## config.mk

```make
export PLATFORM = sky130hd
export DESIGN_NAME = cpu_bus_responder
export DESIGN_NICKNAME = d
export VERILOG_FILES = /design/src/rtl/cpu_bus_responder.sv
export SDC_FILE = /design/constraint.sdc
export NUM_CORES = 1
export LEC_CHECK = 0
export ABC_AREA = 0
export CAP_MARGIN = 10
export CELL_PAD_IN_SITES_DETAIL_PLACEMENT = 0
export CELL_PAD_IN_SITES_GLOBAL_PLACEMENT = 2
export CORE_UTILIZATION = 21
export DETAILED_ROUTE_END_ITERATION = 7
export PLACE_DENSITY_LB_ADDON = 0.1
export SLEW_MARGIN = 0
export SYNTH_ARGS = -nofsm -noshare
export SYNTH_HDL_FRONTEND = slang
export SYNTH_SLANG_ARGS = --single-unit
```

## constraint.sdc

```tcl
create_clock -name clk -period 3.2 [get_ports clk]
set_input_delay 0.64 -clock clk [delete_from_list [all_inputs] [get_ports clk]]
set_output_delay 0.64 -clock clk [all_outputs]
set_load 0.01 [all_outputs]
```

## src/rtl/cpu_bus_responder.sv

```systemverilog
// CPU memory bus slave: address decode for work RAM, PPU registers and cartridge, plus the OAM DMA engine.
// Optional open-bus latch enabled by defining CPU_BUS_OPEN_BUS_EN.
module cpu_bus_responder #(
  parameter int DMA_LEN   = 256,
  parameter int ODD_ALIGN = 1,
  parameter int RAM_AW    = 11
) (
  input  logic              clk,
  input  logic              rst_n,
  input  logic [15:0]       cpu_addr,
  input  logic              cpu_read,
  input  logic              cpu_write_n,
  input  logic [7:0]        cpu_wdata,
  output logic [7:0]        cpu_rdata,
  output logic              cpu_stall,
  output logic [RAM_AW-1:0] ram_addr,
  output logic              ram_we,
  output logic [7:0]        ram_wdata,
  input  logic [7:0]        ram_rdata,
  output logic              ppu_cs,
  output logic [2:0]        ppu_reg,
  output logic              ppu_we,
  output logic [7:0]        ppu_wdata,
  input  logic [7:0]        ppu_rdata,
  output logic              cart_cs,
  output logic              cart_we,
  output logic [15:0]       cart_addr,
  output logic [7:0]        cart_wdata,
  input  logic [7:0]        cart_rdata
);

  localparam int IDX_W = (DMA_LEN > 256) ? $clog2(DMA_LEN) : 8;
  localparam logic [IDX_W-1:0] IDX_LAST = IDX_W'(DMA_LEN - 1);

  typedef enum logic [1:0] {IDLE, ALIGN, RD, WR} dma_state_t;
  typedef enum logic [2:0] {RGN_NONE, RGN_RAM, RGN_PPU, RGN_IO, RGN_CART} region_t;

  dma_state_t       state_reg, state_next;
  logic [IDX_W-1:0] idx_reg, idx_next;
  logic [7:0]       page_reg, page_next;
  logic             align_extra_reg, align_extra_next;
  logic             parity_reg;
  region_t          tag_reg;

  logic [15:0] src_addr;
  logic        src_read;
  logic        src_write;
  logic        src_access;
  logic [7:0]  src_wdata;
  logic        dma_wr;
  logic        dma_start;
  region_t     src_region;
  logic [7:0]  io_rdata;
  logic [7:0]  rdata_mux;

  function automatic region_t decode(input logic [15:0] a);
    if (a[15:13] == 3'b000)
      return RGN_RAM;
    else if (a[15:13] == 3'b001)
      return RGN_PPU;
    else if (a[15:5] == 11'h200)
      return RGN_IO;
    else
      return RGN_CART;
  endfunction

  assign cpu_stall = (state_reg != IDLE);

  // While stalled the DMA engine owns the bus and CPU strobes are dropped.
  always_comb begin
    src_addr  = cpu_addr;
    src_read  = 1'b0;
    src_write = 1'b0;
    src_wdata = cpu_wdata;
    dma_wr    = 1'b0;
    if (!cpu_stall) begin
      src_write = !cpu_write_n;
      src_read  = cpu_read && cpu_write_n;
    end else begin
      case (state_reg)
        RD: begin
          src_addr = {page_reg, idx_reg[7:0]};
          src_read = 1'b1;
        end
        WR:      dma_wr = 1'b1;
        default: ;
      endcase
    end
  end

  assign src_access = src_read || src_write;
  assign src_region = decode(src_addr);
  assign dma_start  = src_write && (cpu_addr == 16'h4014);

  always_comb begin
    rdata_mux = 8'h00;
    case (tag_reg)
      RGN_RAM:  rdata_mux = ram_rdata;
      RGN_PPU:  rdata_mux = ppu_rdata;
      RGN_IO:   rdata_mux = io_rdata;
      RGN_CART: rdata_mux = cart_rdata;
      default:  rdata_mux = 8'h00;
    endcase
  end

  assign cpu_rdata = rdata_mux;

  assign ram_addr   = src_addr[RAM_AW-1:0];
  assign ram_we     = src_write && (src_region == RGN_RAM);
  assign ram_wdata  = src_wdata;

  assign ppu_cs     = dma_wr || (src_access && (src_region == RGN_PPU));
  assign ppu_we     = dma_wr || (src_write && (src_region == RGN_PPU));
  assign ppu_reg    = dma_wr ? 3'd4 : src_addr[2:0];
  assign ppu_wdata  = dma_wr ? rdata_mux : src_wdata;

  assign cart_cs    = src_access && (src_region == RGN_CART);
  assign cart_we    = src_write && (src_region == RGN_CART);
  assign cart_addr  = src_addr;
  assign cart_wdata = src_wdata;

  always_comb begin
    state_next       = state_reg;
    idx_next         = idx_reg;
    page_next        = page_reg;
    align_extra_next = align_extra_reg;
    case (state_reg)
      IDLE: begin
        if (dma_start) begin
          state_next       = ALIGN;
          page_next        = cpu_wdata;
          idx_next         = '0;
          align_extra_next = (ODD_ALIGN != 0) && parity_reg;
        end
      end
      ALIGN: begin
        if (align_extra_reg)
          align_extra_next = 1'b0;
        else
          state_next = RD;
      end
      RD: state_next = WR;
      WR: begin
        if (idx_reg == IDX_LAST) begin
          idx_next   = '0;
          state_next = IDLE;
        end else begin
          idx_next   = idx_reg + 1'b1;
          state_next = RD;
        end
      end
      default: state_next = IDLE;
    endcase
  end

  always_ff @(posedge clk or negedge rst_n) begin
    if (!rst_n) begin
      state_reg       <= IDLE;
      idx_reg         <= '0;
      page_reg        <= 8'h00;
      align_extra_reg <= 1'b0;
      parity_reg      <= 1'b0;
      tag_reg         <= RGN_NONE;
    end else begin
      state_reg       <= state_next;
      idx_reg         <= idx_next;
      page_reg        <= page_next;
      align_extra_reg <= align_extra_next;
      parity_reg      <= !parity_reg;
      if (src_read)
        tag_reg <= src_region;
    end
  end

`ifdef CPU_BUS_OPEN_BUS_EN
  logic [7:0] open_bus_reg;
  logic       rd_valid_reg;

  // Tracks the last byte seen on the data bus: CPU writes win over returned reads.
  always_ff @(posedge clk or negedge rst_n) begin
    if (!rst_n) begin
      open_bus_reg <= 8'h00;
      rd_valid_reg <= 1'b0;
    end else begin
      rd_valid_reg <= src_read;
      if (src_write)
        open_bus_reg <= cpu_wdata;
      else if (rd_valid_reg)
        open_bus_reg <= rdata_mux;
    end
  end

  assign io_rdata = open_bus_reg;
`else
  assign io_rdata = 8'h00;
`endif

endmodule

```

==> flow_summary.toml, run 1 <==
[run_status]
status = "finished, final reports clean"

[hold_path]
min_from = "parity_reg"
hold_class = "reg2reg"
holdPathStages = 1
min_to = "parity_reg"

[placed_design]
portBuffers = 119
dpl_cell_area_um2 = 3060
gp_congestion = 0.699
place_ws_ps = 71.1
dp_hpwl_um = 5090

[synth]
synth_seq_cells = 23
yosys.area.top_type_share_pct = 30.8
ys_warn_count = 0
synth_area_um2 = 1870
netlist_instances = 208
syn_avg_cell_area_um2 = 8.97
synthFlopType = "dfrtp_1"
syn-num-nets = 261
synth_edf_count = 0
yosysTopAreaCell = "dfrtp_1"
ys_seq_area_share_pct = 30.8
synth_async_sr_flop_share_pct = 100
ys_types = 44
synthTopCellsByArea = "dfrtp_1 (31%), mux2_2 (14%), buf_4 (11%)"

[setup_path]
critical_path_class = "in2out"
cp_data_required_time_ps = 2560
reg2reg_from = "state_reg[0]"
worstPathArrival_ps = 2450
slowest_delay_ps = 480
cp_max_fo = 3
start_kind = "input port"
r2r_cells = 4
r2r_slack_ps = 1050
crit_path_cell_trace = "clkdlybuf4s50_1 > nor4_1 > buf_4 > nand3_1 > o22ai_2 > nor3_1 > clkdlybuf4s50_1"
endpoint_kind = "output pin"
critPathSlowestCell = "clkdlybuf4s50_1"
rr_endpoint = "idx_reg[2]"
worst_path_most_repeated_cell = "clkdlybuf4s50_1"

[cts]
cts_buffers = 3
cts_setup_buffers = 0
cts_htree_levels = 1
clock_sinks = 23
cts_tree = "built"
insertion_delay_ps = 260
clk_path_buf_depth = 2
cts_resized = 0
cts_root_buf = "clkbuf_8"
postCtsHoldBufs = 0
path_clk_slew_ps = 80

[sta]
fin_setup_tns_ps = 0
maxSlewHeadroom_pct = 65.8
rsz0062_at_grt = "false"
min_period_ps = 3090
min_period_over_period_pct = 96.4
fmax_mhz = 324
worstMarginPinSlew_ps = 513
skew_ps = 4.77
hold_viol = 0
setup_viol = 0
finalMaxSlewViolations = 0
fin_ws_ps = 115

[grt]
antenna_found_initial = 0
grtUsageTotal_pct = 13.6
grt_pass1_vias = 1867
grt_max_degree = 24
grt-ovfl-total = 0
grt_pass1_wl_um = 9650

[layout]
diodes = 0
fillers = 900
nNetsFinal = 363
design_area_um2 = 3110
syn_to_final_growth_pct = 66.8
drive_gt1_share_pct = 15.5

[detailed_routing]
num_vias = 1901
wl_per_cell_um = 15.2
drt-pass1-iter-count = 4
viasPerCell = 4.56
ant_nets = 0
drt-initial-drc-count = 70
drt-total-wl_um = 6330
drc = 0

[pwr]
vdd_drop_max_uv = 132
leakage_nw = 1.27
power_density_nw_per_um2 = 213

[die]
die_w_um = 96.3
core_area_um2 = 8680
die_h_um = 96.3
num_rows = 34
die-area_um2 = 9270
floorplan.io_pins = 120
start_util_pct = 21.5

[run]
max-cap-violations = 0
-- placed cells by master, fill, tap and decap left out, types with 6 or more instances in the layout --
master             n
clkdlybuf4s50_1  119
mux2_2            24
dfrtp_1           23
nand2_1           22
buf_4             15
o21ai_1           13
a22oi_1            8
mux2_1             8
nor2_1             6
-- layer usage --
metal,share of wire (%),routed length (um),vias to the layer above,global-route usage [%]
met3,8.2,517,2,1.90
li1,-,-,940,-
met1,43,2690,878,16.9
met5,0,0,-,0
met4,0.55,35,0,3.36
met2,49,3080,81,24.6
-- logic make-up after synthesis --
group | Yosys count | share of synthesized area [%]
flip-flops | 23 | 30.8
multiplexers | 32 | 19.3
buffers and inverters | 38 | 13.4
AO/OA/AOI/OAI | 47 | 16.6
adder cells (fa/ha/maj) | 1 | 0.670
AND/OR/NAND/NOR | 67 | 19.2
-- layout make-up --
class	count	area, um2	share of cell area, %
multi-input cells	147	1050	33.7
repair buffers	134	1300	41.9
well taps	108	135	4.34
flip-flops and latches	23	576	18.5
clock buffers	3	41.3	1.33
clock inverters	1	5.00	0.161
inverters	1	3.75	0.121
-- metrics by stage --
stage	power, W	hold WS (ps)	instances	util, %
detailed placement	0.000488	419	413	35.3
finish	0.000665	422	417	35.9
global placement	0.000489	411	413	35.3
floorplan	0.000365	344	208	-
CTS	0.000678	432	417	35.8
global route	0.000704	460	417	35.9
-- Yosys cell counts, types with 2 or more instances --
master	instances
nor4_1	3
dfrtp_1	23
mux2_2	24
mux2_1	8
and2_1	3
nand2b_1	3
o21ai_1	13
buf_1	2
buf_2	2
nor2b_1	6
o22ai_1	3
or3_1	3
a31oi_1	2
a31o_1	4
buf_4	28
nor4b_1	2
a21oi_1	4
clkbuf_1	5
nand2_1	22
a22oi_1	8
nand3_1	5
nor3_1	5
o21ai_0	4
nor2_1	6
-- worst max-delay path, delay by kind of cell --
kind | cells | cell delay, ps
AND/OR/NAND/NOR | 3 | 490
buffers and inverters | 3 | 1090
AO/OA/AOI/OAI | 1 | 220
-- where the power goes --
part | internal (W) | switching, W | leakage [nW]
clock network | 0.0000869 | 0.0000975 | 0.0255
logic | 0.000118 | 0.0000606 | 0.954
registers | 0.000294 | 0.00000712 | 0.286
-- worst max-delay path by stage --
stage | from | to | slack, ps | depth (start not counted)
global placement | cpu_addr[9] | cart_cs | 80 | 7
finish | cpu_addr[5] | cart_cs | 110 | 7
detailed placement | cpu_addr[5] | cart_cs | 70 | 7
CTS | cpu_addr[9] | cart_cs | 60 | 7
global route | cpu_addr[5] | cart_cs | 40 | 7
floorplan | state_reg[1] | ram_addr[5] | 800 | 5
Power figures use the tool's default switching activity.
==> run 2, diff against run 1 <==
CAP_MARGIN = 20   (was 10)
==> results of run 2 <==
No change in the layout: final DEF, timing and power equal those of run 1.
==> run 3, diff against run 2 <==
CORE_UTILIZATION = 36   (was 21)
DONT_BUFFER_PORTS = 1   (was default)
==> flow_summary.toml, run 3 (synthesis results as in run 1) <==
[run_status]
status = "finished, final reports clean"

[die]
floorplan.io_pins = 120
die_h_um = 74.0
num_rows = 25
start_util_pct = 38.5
die-area_um2 = 5480
die_w_um = 74.0
core_area_um2 = 4850

[cts]
cts_htree_levels = 1
clock_sinks = 23
path_clk_slew_ps = 80
cts_root_buf = "clkbuf_8"
cts_setup_buffers = 0
clk_path_buf_depth = 2
cts_buffers = 3
cts_tree = "built"
insertion_delay_ps = 270
cts_resized = 0
postCtsHoldBufs = 0

[pwr]
p_seq_share_pct = 57.3
power_density_nw_per_um2 = 297
net-switching-power_w = 0.000128
internal_power_w = 0.000398
power.share.clock_pct = 35.4
vdd_drop_max_uv = 140
power.total_w = 0.000526
sw_frac_of_total_pct = 24.3
pwr-share-comb_pct = 7.3
leakage_nw = 0.744

[setup_path]
start_kind = "flip-flop"
critical_path_class = "reg2out"
slowest_delay_ps = 480
critPathSlowestCell = "dfrtp_1"
cp_data_required_time_ps = 2560
worstPathArrival_ps = 1980
cp_max_fo = 18
crit_path_start = "state_reg[1]"
endpoint_kind = "output pin"
rr_endpoint = "idx_reg[3]"
reg2reg_from = "state_reg[0]"
crit_path_cell_trace = "nor2b_2 > buf_4 > mux2_2 > nand2b_1"
r2r_cells = 4
r2r_slack_ps = 1040

[placed_design]
dp_hpwl_um = 3790
portBuffers = 0
gp_congestion = 0.758
dpl_cell_area_um2 = 1730
placed_cells = 241

[layout]
nNetsFinal = 232
finalNonFillerCells = 245
layout_common_cells = "mux2_2 (24), dfrtp_1 (23), nand2_1 (22), o21ai_1 (13)"
drive_gt1_share_pct = 19.1
syn_to_final_growth_pct = -4.96
diodes = 0
final_common_cell = "mux2_2"
design_area_um2 = 1770
utilization_pct = 36.6

[grt]
antenna_found_initial = 0
grt_pass1_wl_um = 7420
grt_max_degree = 24
grt_pass1_vias = 1413
grt-ovfl-total = 0
grtUsageTotal_pct = 18.1

[detailed_routing]
drt-initial-drc-count = 75
viasPerCell = 6.08
ant_nets = 0
num_vias = 1489
drt-total-wl_um = 4830
wl_per_cell_um = 19.7
drc = 0
drt-pass1-iter-count = 4

[sta]
maxSlewHeadroom_pct = 58.1
rsz0062_at_grt = "false"
setup_viol = 0
min_period_over_period_pct = 81.9
min_period_ps = 2620
finalMaxSlewViolations = 0
hold_viol = 0
worstMarginPinSlew_ps = 627
skew_ps = 1.18
fmax_mhz = 382
fin_setup_tns_ps = 0

[hold_path]
hold_class = "in2async"

[run]
max-cap-violations = 0
run 3: how the worst max path moves through the flow:
stage,slack [ps],endpoint,cells after the start
after floorplan,800,ram_addr[5],5
after global placement,740,cart_cs,4
after detailed placement,720,cart_cs,4
after CTS,580,ppu_reg[2],4
after global routing,460,ppu_wdata[5],4
final,580,ppu_reg[2],4
run 3: routing by layer:
layer / part of all wire (%) / global-route usage [%]
met5: 0 / 0
met4: 0.68 / 2.56
met3: 6.2 / 3.79
met2: 48 / 30.4
met1: 45 / 24.7
run 3: power groups by stage:
stage / clock, W / sequential [W] / combinational, W
after floorplan: 0 / 0.000304 / 0.0000603
after global placement: 0 / 0.000307 / 0.0000383
after detailed placement: 0 / 0.000307 / 0.0000389
after CTS: 0.000192 / 0.000301 / 0.0000390
after global routing: 0.000205 / 0.000303 / 0.0000425
final: 0.000186 / 0.000302 / 0.0000385
run 3: through the flow:
step	setup WS, ps	hold WS [ps]
3_5_place_dp	725	345
6_report	580	55.8
4_1_cts	579	50.8
2_1_floorplan	801	344
5_1_grt	464	35.5
3_3_place_gp	736	345
run 3: layout make-up:
cell class	count	area, um2
fill	492	3070
multi-input combinational	147	1040
sequential	23	576
tap	67	83.8
clock buffer	4	45.0
timing repair buffer	3	22.5
inverter	1	3.75
run 3: worst max-delay path, delay by kind of cell, from the launching register on:
kind / cells / cell delay (ps)
AND/OR/NAND/NOR: 2 / 500
flip-flops: 1 / 480
multiplexers: 1 / 430
buffers and inverters: 1 / 300
